==> src/rtl/decoder_scan_pkg.sv <==
// Shared types and constants for the decoder select-code scanner.
// Imported by the scanner top and its channel-search helper.
package decoder_scan_pkg;

   typedef enum logic {
      ST_IDLE,
      ST_DWELL
   } state_e;

   localparam logic MODE_CONT   = 1'b0;
   localparam logic MODE_SINGLE = 1'b1;
   localparam int   N_CH        = 4;

endpackage

==> src/rtl/scan_next_ch.sv <==
// Circular next-enabled-channel search: first set mask bit strictly after cur_i, wrapping 3->0.
// With cur_i=3 it yields the lowest enabled channel, which is how a fresh pass picks its start.
module scan_next_ch
   import decoder_scan_pkg::*;
(
   input  logic [1:0] cur_i,
   input  logic [3:0] mask_i,
   output logic [1:0] nxt_o,
   output logic       wrap_o,
   output logic       none_o
);

   logic [1:0] idx;
   logic       found;

   // Offset N_CH lands back on cur_i, covering the single-enabled-channel case.
   always_comb begin
      nxt_o = cur_i;
      found = 1'b0;
      idx   = '0;
      for (int k = 1; k <= N_CH; k++) begin
         idx = cur_i + 2'(k);
         if (!found && mask_i[idx]) begin
            nxt_o = idx;
            found = 1'b1;
         end
      end
      none_o = (mask_i == 4'b0000);
      wrap_o = found && (nxt_o <= cur_i);
   end

endmodule

==> src/rtl/decoder_scan_ctrl.sv <==
// Generates the 2-bit select code for the downstream 2-to-4 decoder, stepping through
// enabled channels with a programmable dwell and flagging channel entry and end of pass.
module decoder_scan_ctrl
   import decoder_scan_pkg::*;
#(
   parameter int DWELL_W = 8
) (
   input  logic               clk,
   input  logic               rst_n,
   input  logic               en_i,
   input  logic               start_i,
   input  logic               mode_i,
   input  logic [3:0]         mask_i,
   input  logic [DWELL_W-1:0] dwell_i,
   output logic [1:0]         sel_o,
   output logic               sel_valid_o,
   output logic               strobe_o,
   output logic               pass_done_o,
   output logic               busy_o
);

   state_e               state_q, state_d;
   logic [DWELL_W-1:0]   cnt_q, cnt_d;
   logic [1:0]           sel_q, sel_d;
   logic                 selValid_q, selValid_d;
   logic                 strobe_q, strobe_d;
   logic                 passDone_q, passDone_d;
   logic                 busy_q, busy_d;

   logic [1:0]           searchCur, searchNxt;
   logic                 searchWrap, searchNone;
   logic [1:0]           lookNxt;
   logic                 lookWrap, lookNone;

   assign searchCur = (state_q == ST_IDLE) ? 2'(N_CH - 1) : sel_q;

   scan_next_ch uSearch (
      .cur_i  (searchCur),
      .mask_i (mask_i),
      .nxt_o  (searchNxt),
      .wrap_o (searchWrap),
      .none_o (searchNone)
   );

   // Registered pass_done must be decided one edge early, so look ahead from the channel being entered.
   scan_next_ch uLook (
      .cur_i  (sel_d),
      .mask_i (mask_i),
      .nxt_o  (lookNxt),
      .wrap_o (lookWrap),
      .none_o (lookNone)
   );

   always_comb begin
      state_d    = state_q;
      cnt_d      = cnt_q;
      sel_d      = sel_q;
      selValid_d = selValid_q;
      busy_d     = busy_q;
      strobe_d   = 1'b0;
      if (!en_i) begin
         state_d    = ST_IDLE;
         cnt_d      = '0;
         sel_d      = '0;
         selValid_d = 1'b0;
         busy_d     = 1'b0;
      end else begin
         unique case (state_q)
            ST_IDLE: begin
               if (start_i && !searchNone) begin
                  state_d    = ST_DWELL;
                  sel_d      = searchNxt;
                  cnt_d      = dwell_i;
                  selValid_d = 1'b1;
                  busy_d     = 1'b1;
                  strobe_d   = 1'b1;
               end
            end
            ST_DWELL: begin
               if (cnt_q != '0) begin
                  cnt_d = cnt_q - DWELL_W'(1);
               end else if (searchNone || (searchWrap && mode_i == MODE_SINGLE)) begin
                  state_d    = ST_IDLE;
                  cnt_d      = '0;
                  sel_d      = '0;
                  selValid_d = 1'b0;
                  busy_d     = 1'b0;
               end else begin
                  sel_d    = searchNxt;
                  cnt_d    = dwell_i;
                  strobe_d = 1'b1;
               end
            end
            default: begin
               state_d = ST_IDLE;
            end
         endcase
      end
   end

   assign passDone_d = (state_d == ST_DWELL) && (cnt_d == '0) && lookWrap && !lookNone;

   always_ff @(posedge clk or negedge rst_n) begin
      if (!rst_n) begin
         state_q    <= ST_IDLE;
         cnt_q      <= '0;
         sel_q      <= '0;
         selValid_q <= 1'b0;
         strobe_q   <= 1'b0;
         passDone_q <= 1'b0;
         busy_q     <= 1'b0;
      end else begin
         state_q    <= state_d;
         cnt_q      <= cnt_d;
         sel_q      <= sel_d;
         selValid_q <= selValid_d;
         strobe_q   <= strobe_d;
         passDone_q <= passDone_d;
         busy_q     <= busy_d;
      end
   end

   assign sel_o       = sel_q;
   assign sel_valid_o = selValid_q;
   assign strobe_o    = strobe_q;
   assign pass_done_o = passDone_q;
   assign busy_o      = busy_q;

endmodule
==> config.mk <==
export PLATFORM = sky130hd
export DESIGN_NAME = decoder_scan_ctrl
export DESIGN_NICKNAME = d
export VERILOG_FILES = /design/src/rtl/decoder_scan_pkg.sv /design/src/rtl/scan_next_ch.sv /design/src/rtl/decoder_scan_ctrl.sv
export SDC_FILE = /design/constraint.sdc
export NUM_CORES = 1
export LEC_CHECK = 0
export CAP_MARGIN = 20
export CORE_MARGIN = 1
export CORE_UTILIZATION = 30
export DETAILED_ROUTE_END_ITERATION = 12
export PLACE_DENSITY = 0.6
export SLEW_MARGIN = 20
export SYNTH_ARGS = -nofsm -noshare
export SYNTH_HDL_FRONTEND = slang
export SYNTH_SLANG_ARGS = --single-unit
==> constraint.sdc <==
create_clock -name clk -period 5.8 [get_ports clk]
set_input_delay 0.58 -clock clk [delete_from_list [all_inputs] [get_ports clk]]
set_output_delay 0.58 -clock clk [all_outputs]
set_load 0.01 [all_outputs]
==> results of run 1 <==
## flip-flops by register name, summed over array words and instances, names as in the netlist
register	count
cnt_q	8
state_q	1
pass_done_o	1
sel_valid_o	1
sel_o	2
strobe_o	1
## logic make-up (layout without fill, tap and decap cells)
family,after synthesis,after routing,share of synthesized area
compound gates,51,51,0.3168
fa+ha+maj,4,4,0.03806
buf+inv,20,37,0.09038
flops,14,14,0.2664
mux,4,4,0.03615
simple gates,60,60,0.2521
## Yosys cell counts (2+ instances only)
master | n | area share
mux2_2 | 2 | 0.017
dfrtp_1 | 14 | 0.27
a22oi_1 | 2 | 0.011
clkbuf_8 | 2 | 0.021
nand3_1 | 7 | 0.027
nor4_1 | 4 | 0.019
o22ai_1 | 2 | 0.0095
o21ai_0 | 9 | 0.034
a21boi_0 | 2 | 0.011
o41ai_1 | 2 | 0.013
a21oi_1 | 8 | 0.030
buf_6 | 2 | 0.017
inv_1 | 11 | 0.031
nor2b_1 | 4 | 0.019
nor3_1 | 2 | 0.0076
a31oi_1 | 2 | 0.0095
o32ai_1 | 2 | 0.013
a21o_2 | 3 | 0.020
ha_1 | 4 | 0.038
nand2_1 | 12 | 0.034
nor2_1 | 17 | 0.049
a221o_2 | 2 | 0.017
or2b_2 | 2 | 0.013
a21o_1 | 2 | 0.011
buf_4 | 2 | 0.011
## cell type report
type,instances,area (µm²)
multi-input cells,119,845.8
inverters,12,45.04
repair buffers,22,220.2
flip-flops and latches,14,350.3
fillers,418,2550
clock buffers,3,41.29
well taps,50,62.56
## power groups by stage
stage	combinational (µW)	clock [µW]	sequential, µW
3_5_place_dp	173	0	135
4_1_cts	174	83.5	134
3_3_place_gp	170	0	135
5_1_grt	194	85.9	137
2_1_floorplan	131	0	130
6_report	174	80.9	134
## stage by stage
stage	power [µW]	worst slack, ps	cells	instance area [µm²]
after global placement	304.4	917.7	217	1524
after detailed placement	307.9	806.5	217	1524
after CTS	391.7	1012	220	1565
final	389.4	1048	220	1565
after global routing	417.1	637.4	220	1565
after floorplan	261.0	1998	153	1315
## path summary, 6_finish.rpt
check,from,end,slack (ps),depth (start not counted)
max reg2reg,sel_o[1],pass_done_o,1490,19
min in group asynchronous,rst_n,state_q,730,1
max,mask_i[1],pass_done_o,1050,20
min reg2reg,cnt_q[1],cnt_q[1],600,1
max in group asynchronous,rst_n,cnt_q[7],4650,1
min,cnt_q[1],cnt_q[1],600,1
## routing by layer
metal  track usage  share of wire  vias up
met5             0              0        -
met4       0.07031          0.020        0
met3       0.01667          0.024        6
met2        0.2488           0.46       21
met1        0.2297           0.49      585
li1              -              -      604
==> impl_results.md, run 1 <==
* Commonest non-fill, non-tap cell in the layout: clkdlybuf4s50_1
* Post-CTS Hold Fix Bufs at 0
* Routed via count at 1216
* Fin. Hold Viols at 0
* Latest clock arrival within the worst-skew pair at 250 ps
* Crit path max-delay family: simple AND/OR/NAND/NOR gates
* Syn Area/Cell at 8.595 µm²
* Async SR Flop Fraction at 1.000
* First-pass GRT wire length at 5.609 mm
* Sinks on Clock Net at 14
* DRT iter0 DRCs at 104
* Fin crit period at 4752 ps
* CTS tree: yes
* Nets at 193
* Post-synthesis cell count at 153
* Top FF cell, synth: dfrtp_1
* DP HPWL at 2.534 mm
* Chip Width at 68.21 µm
* RePlAce Congestion at 0.8218
* Cell Area, Synth at 0.001315 mm²
* Initial Util at 0.3195
* DRC Markers at 0
* Max-cap violations at 0
* Synthesis warning total at 0
* Number of synthesized flops with an enable pin at 0
* Core Area at 0.004115 mm²
* Net Switching at 148.7 µW
* Die Y at 68.21 µm
* Sequential power share at 0.344
* Worst Hold Slack at 599.2 ps
* VDD IR max at 0.0001213 V
* Detailed-route wire length per cell at 15.24 µm
* DIE AREA at 0.004652 mm²
* Grt ovf at 0
* Worst endpoint required time at 5940 ps
* Post-synthesis register bit count at 14
* RSZ-0062 raised after global routing: no
* GRT Overall Usage at 0.1630
* Leak at 0.0006947 µW
* Pins Over Slew Limit at 0
* Final Util at 0.3804
* Critical Path Sink Type: register
* Clock Tree Root: clkbuf_8
* Netlist cell types at 57
* Pwr Density at 248.8 mW/mm²
* CP Buf/Inv Count at 2
* Largest net degree at the start of global routing at 15
* I/O pin count at 23
* Setup CP Type: input pin to register
* Most frequent cells in the layout: 22 x clkdlybuf4s50_1, 17 x nor2_1, 14 x dfrtp_1, 12 x nand2_1, 11 x inv_1
* Antenna-violating nets left at 0
* TNS Setup at 0 ps
* Slew @ Worst Pin at 796.5 ps
* Worst path arrival time at 4890 ps
* Largest stage delay on the critical path at 680 ps
* CP max stage cell: clkdlybuf4s50_1
* Final wirelength at 3.352 mm
* Final period util at 0.8194
* Final setup viols at 0
* Internal power at 240.7 µW
* TritonCTS buffer count at 3
* Vias per Instance at 5.527
* Hold WC Path Type: register to register
* Synth Net Count at 174
* Crit start category: input pin
* Sequence of cells on the critical path: clkdlybuf4s50_1 > nand2b_1 > o22ai_1 > o32ai_1 > ha_1 > a21oi_1 > or4_4 > o21ai_4 > a22oi_2 > inv_2 > mux2_4 > a211oi_2 > ha_1 > nor2b_1 > a2bb2oi_1 > nor2_1 > nand3_1 > nor4_1 > nand3b_1 > nor4_1
* Number of buffers added on ports at 22
* Combinational share of power at 0.448
* Sw frac at 0.3817
* Seq/Total Area, Yosys at 0.2664
* Fmax at 0.2104 GHz
* Synth-to-Final Area Change at 19.03%
* CTS H-tree depth at 1
* Vias in the first global route at 1177
* Share of layout cells above drive strength 1 at 0.1765
* Post-CTS Setup Inserts at 0
* Clk buf depth at 2
* Status: finished, final reports clean
* Fin Clk Skew at 3.990 ps
* Initial antenna violation count at 0
* # rows at 23
* Ant diodes at 0
* Reg clk slew, reported paths at 50 ps
* Largest fanout on the critical path at 11
* Cts repair resizes at 0
* DRT Pass-1 Iters at 4
* Clock share of power at 0.208
* Relative slew slack at 0.4641
Note: power is estimated with default switching activity, not from simulation.
==> inputs of run 2 (changes only) <==
PLACE_DENSITY = 0.62   (was 0.6)
clock period = 3.9 ns   (was 5.8 ns; I/O delays follow)
==> run 2 against run 1 <==
Effect of this change: the run now ends with negative setup slack left; die area did not move; clock skew up 2.7 ps; final area grew 16%; count of clock-buffer cells in the layout up 1; sequential power increased by 43%; non-clock buffer count up 27; combinational power grew 82%; largest power group unchanged; highest routed layer unchanged.
==> impl_results.md, run 2 (same netlist as run 1, synthesis figures left out) <==
* Internal power at 419.7 µW
* Initial antenna violation count at 0
* DRC Markers at 0
* CP Buf/Inv Count at 2
* DP HPWL at 2.632 mm
* Nets at 220
* Synth-to-Final Area Change at 37.96%
* Combinational share of power at 0.485
* Die Y at 68.21 µm
* Final setup viols at 1
* Leak at 0.0008461 µW
* TritonCTS buffer count at 3
* Reg2Reg Depth at 19
* Final Util at 0.4409
* Reg-to-reg endpoint: pass_done_o
* # rows at 23
* FF-to-FF Start: sel_o[1]
* Initial Util at 0.3195
* Pins Over Slew Limit at 0
* Number of buffers added on ports at 22
* Largest stage delay on the critical path at 480 ps
* Detailed-route wire length per cell at 13.76 µm
* Vias in the first global route at 1137
* DIE AREA at 0.004652 mm²
* DP Area at 0.001732 mm²
* Fin crit period at 3922 ps
* Fin Clk Skew at 6.670 ps
* Clock share of power at 0.220
* Reg with most FFs: cnt_q
* Final setup margin at -22.26 ps
* Sw frac at 0.3567
* Slew @ Worst Pin at 730.2 ps
* Final wirelength at 3.413 mm
* Grt ovf at 0
* GRT Overall Usage at 0.1572
* Worst path arrival time at 4070 ps
* CTS H-tree depth at 1
* Worst endpoint required time at 4050 ps
* Routed via count at 1290
* Status: finished, violations left
* Failing checks: negative setup slack
* Share of layout cells above drive strength 1 at 0.3081
* Fin. Hold Viols at 0
* Max-cap violations at 0
* Place WS at -353.2 ps
* Tot Pwr at 652.4 µW
* Design area at 0.001814 mm²
* Fmax at 0.2550 GHz
* Final period util at 1.006
* Chip Width at 68.21 µm
* Critical Path Sink Type: register
* Pwr Density at 359.6 mW/mm²
* Antenna-violating nets left at 0
* Setup CP Type: input pin to register
* CTS tree: yes
* Net Switching at 232.7 µW
* Clock Tree Root: clkbuf_8
* Worst R2R Setup Slack at 50 ps
* Latest clock arrival within the worst-skew pair at 250 ps
* Largest net degree at the start of global routing at 15
* Max FFs per register at 8
* RSZ-0062 raised after global routing: yes
* VDD IR max at 0.0001815 V
* I/O pin count at 23
* Ant diodes at 0
* RePlAce Congestion at 0.8530
* Largest fanout on the critical path at 5
* First-pass GRT wire length at 5.382 mm
* Vias per Instance at 5.202
* Hold WC Path Type: input pin to asynchronous set/reset pin
* Reg clk slew, reported paths at 60 ps
* Clk buf depth at 2
* Sequence of cells on the critical path: clkdlybuf4s50_1 > nand2b_1 > o22ai_2 > o32ai_2 > ha_1 > a21oi_1 > or4_4 > o21ai_4 > a22oi_2 > inv_2 > mux2_4 > a211oi_2 > ha_1 > nor2b_1 > a2bb2oi_1 > nor2_1 > nand3_1 > nor4_1 > nand3b_1 > nor4_2
* Post-CTS Hold Fix Bufs at 0
* Cell count after placement at 243
* Non-filler cells in the finished layout at 248
* Crit start category: input pin
* Crit path max-delay family: simple AND/OR/NAND/NOR gates
* Sinks on Clock Net at 14
* Sequential power share at 0.295
* Core Area at 0.004115 mm²
* CP max stage cell: clkdlybuf4s50_1
* Top cell by count, worst path: ha_1
* Most frequent cells in the layout: 26 x buf_4, 22 x clkdlybuf4s50_1, 17 x nor2_1, 14 x dfrtp_1, 12 x nand2_1
* Relative slew slack at 0.5087
* DRT iter0 DRCs at 103
* DRT Pass-1 Iters at 4
* Commonest non-fill, non-tap cell in the layout: buf_4
-- run 2: how the worst max path moves through the flow --
stage | from | to | slack [ps] | cells past startpoint
floorplan | sel_o[1] | pass_done_o | 140 | 19
global placement | mask_i[1] | pass_done_o | -150 | 18
detailed placement | mask_i[1] | pass_done_o | -350 | 19
CTS | mask_i[1] | pass_done_o | -10 | 20
global route | mask_i[2] | pass_done_o | -270 | 21
finish | mask_i[1] | pass_done_o | -20 | 20
-- run 2: per-layer routing --
layer | track usage | routed length [µm] | vias to the layer above
met4 | 0.05469 | 65 | 0
li1 | - | - | 656
met5 | 0 | 0 | -
met3 | 0.01667 | 107 | 7
met1 | 0.2315 | 1747 | 603
met2 | 0.2341 | 1491 | 24
-- run 2: timing repair --
item,in CTS,in global routing
resized for setup,2,1
setup buffers,1,0
setup endpoints to repair,1,1
pin swaps,3,0
-- run 2: cell type report --
| class | count | area (µm²) |
|---|---|---|
| sequential | 14 | 350.3 |
| fill | 400 | 2301 |
| inverter | 12 | 45.04 |
| tap | 50 | 62.56 |
| multi-input combinational | 119 | 865.8 |
| timing repair buffer | 49 | 435.4 |
| clock buffer | 4 | 55.05 |
-- run 2: stage by stage --
| step | hold WS, ps | setup TNS [ps] |
|---|---|---|
| finish | 537.4 | -22.26 |
| global route | 606.0 | -272.4 |
| CTS | 557.4 | -12.75 |
| detailed placement | 583.3 | -353.2 |
| global placement | 586.4 | -145.0 |
| floorplan | 94.41 | 0 |
-- run 2: worst register-to-register path: cells and delay by family (launching register included) --
family	cells	cell delay [ps]
fa+ha+maj	2	500
flops	1	440
buf+inv	1	100
simple gates	8	1330
compound gates	7	1070
mux	1	300
-- run 2: power groups by stage --
stage	clock network, µW	registers (µW)	logic, µW
floorplan	0	193	195
global placement	0	195	308
detailed placement	0	194	309
CTS	147	192	316
global route	152	196	346
finish	144	192	317
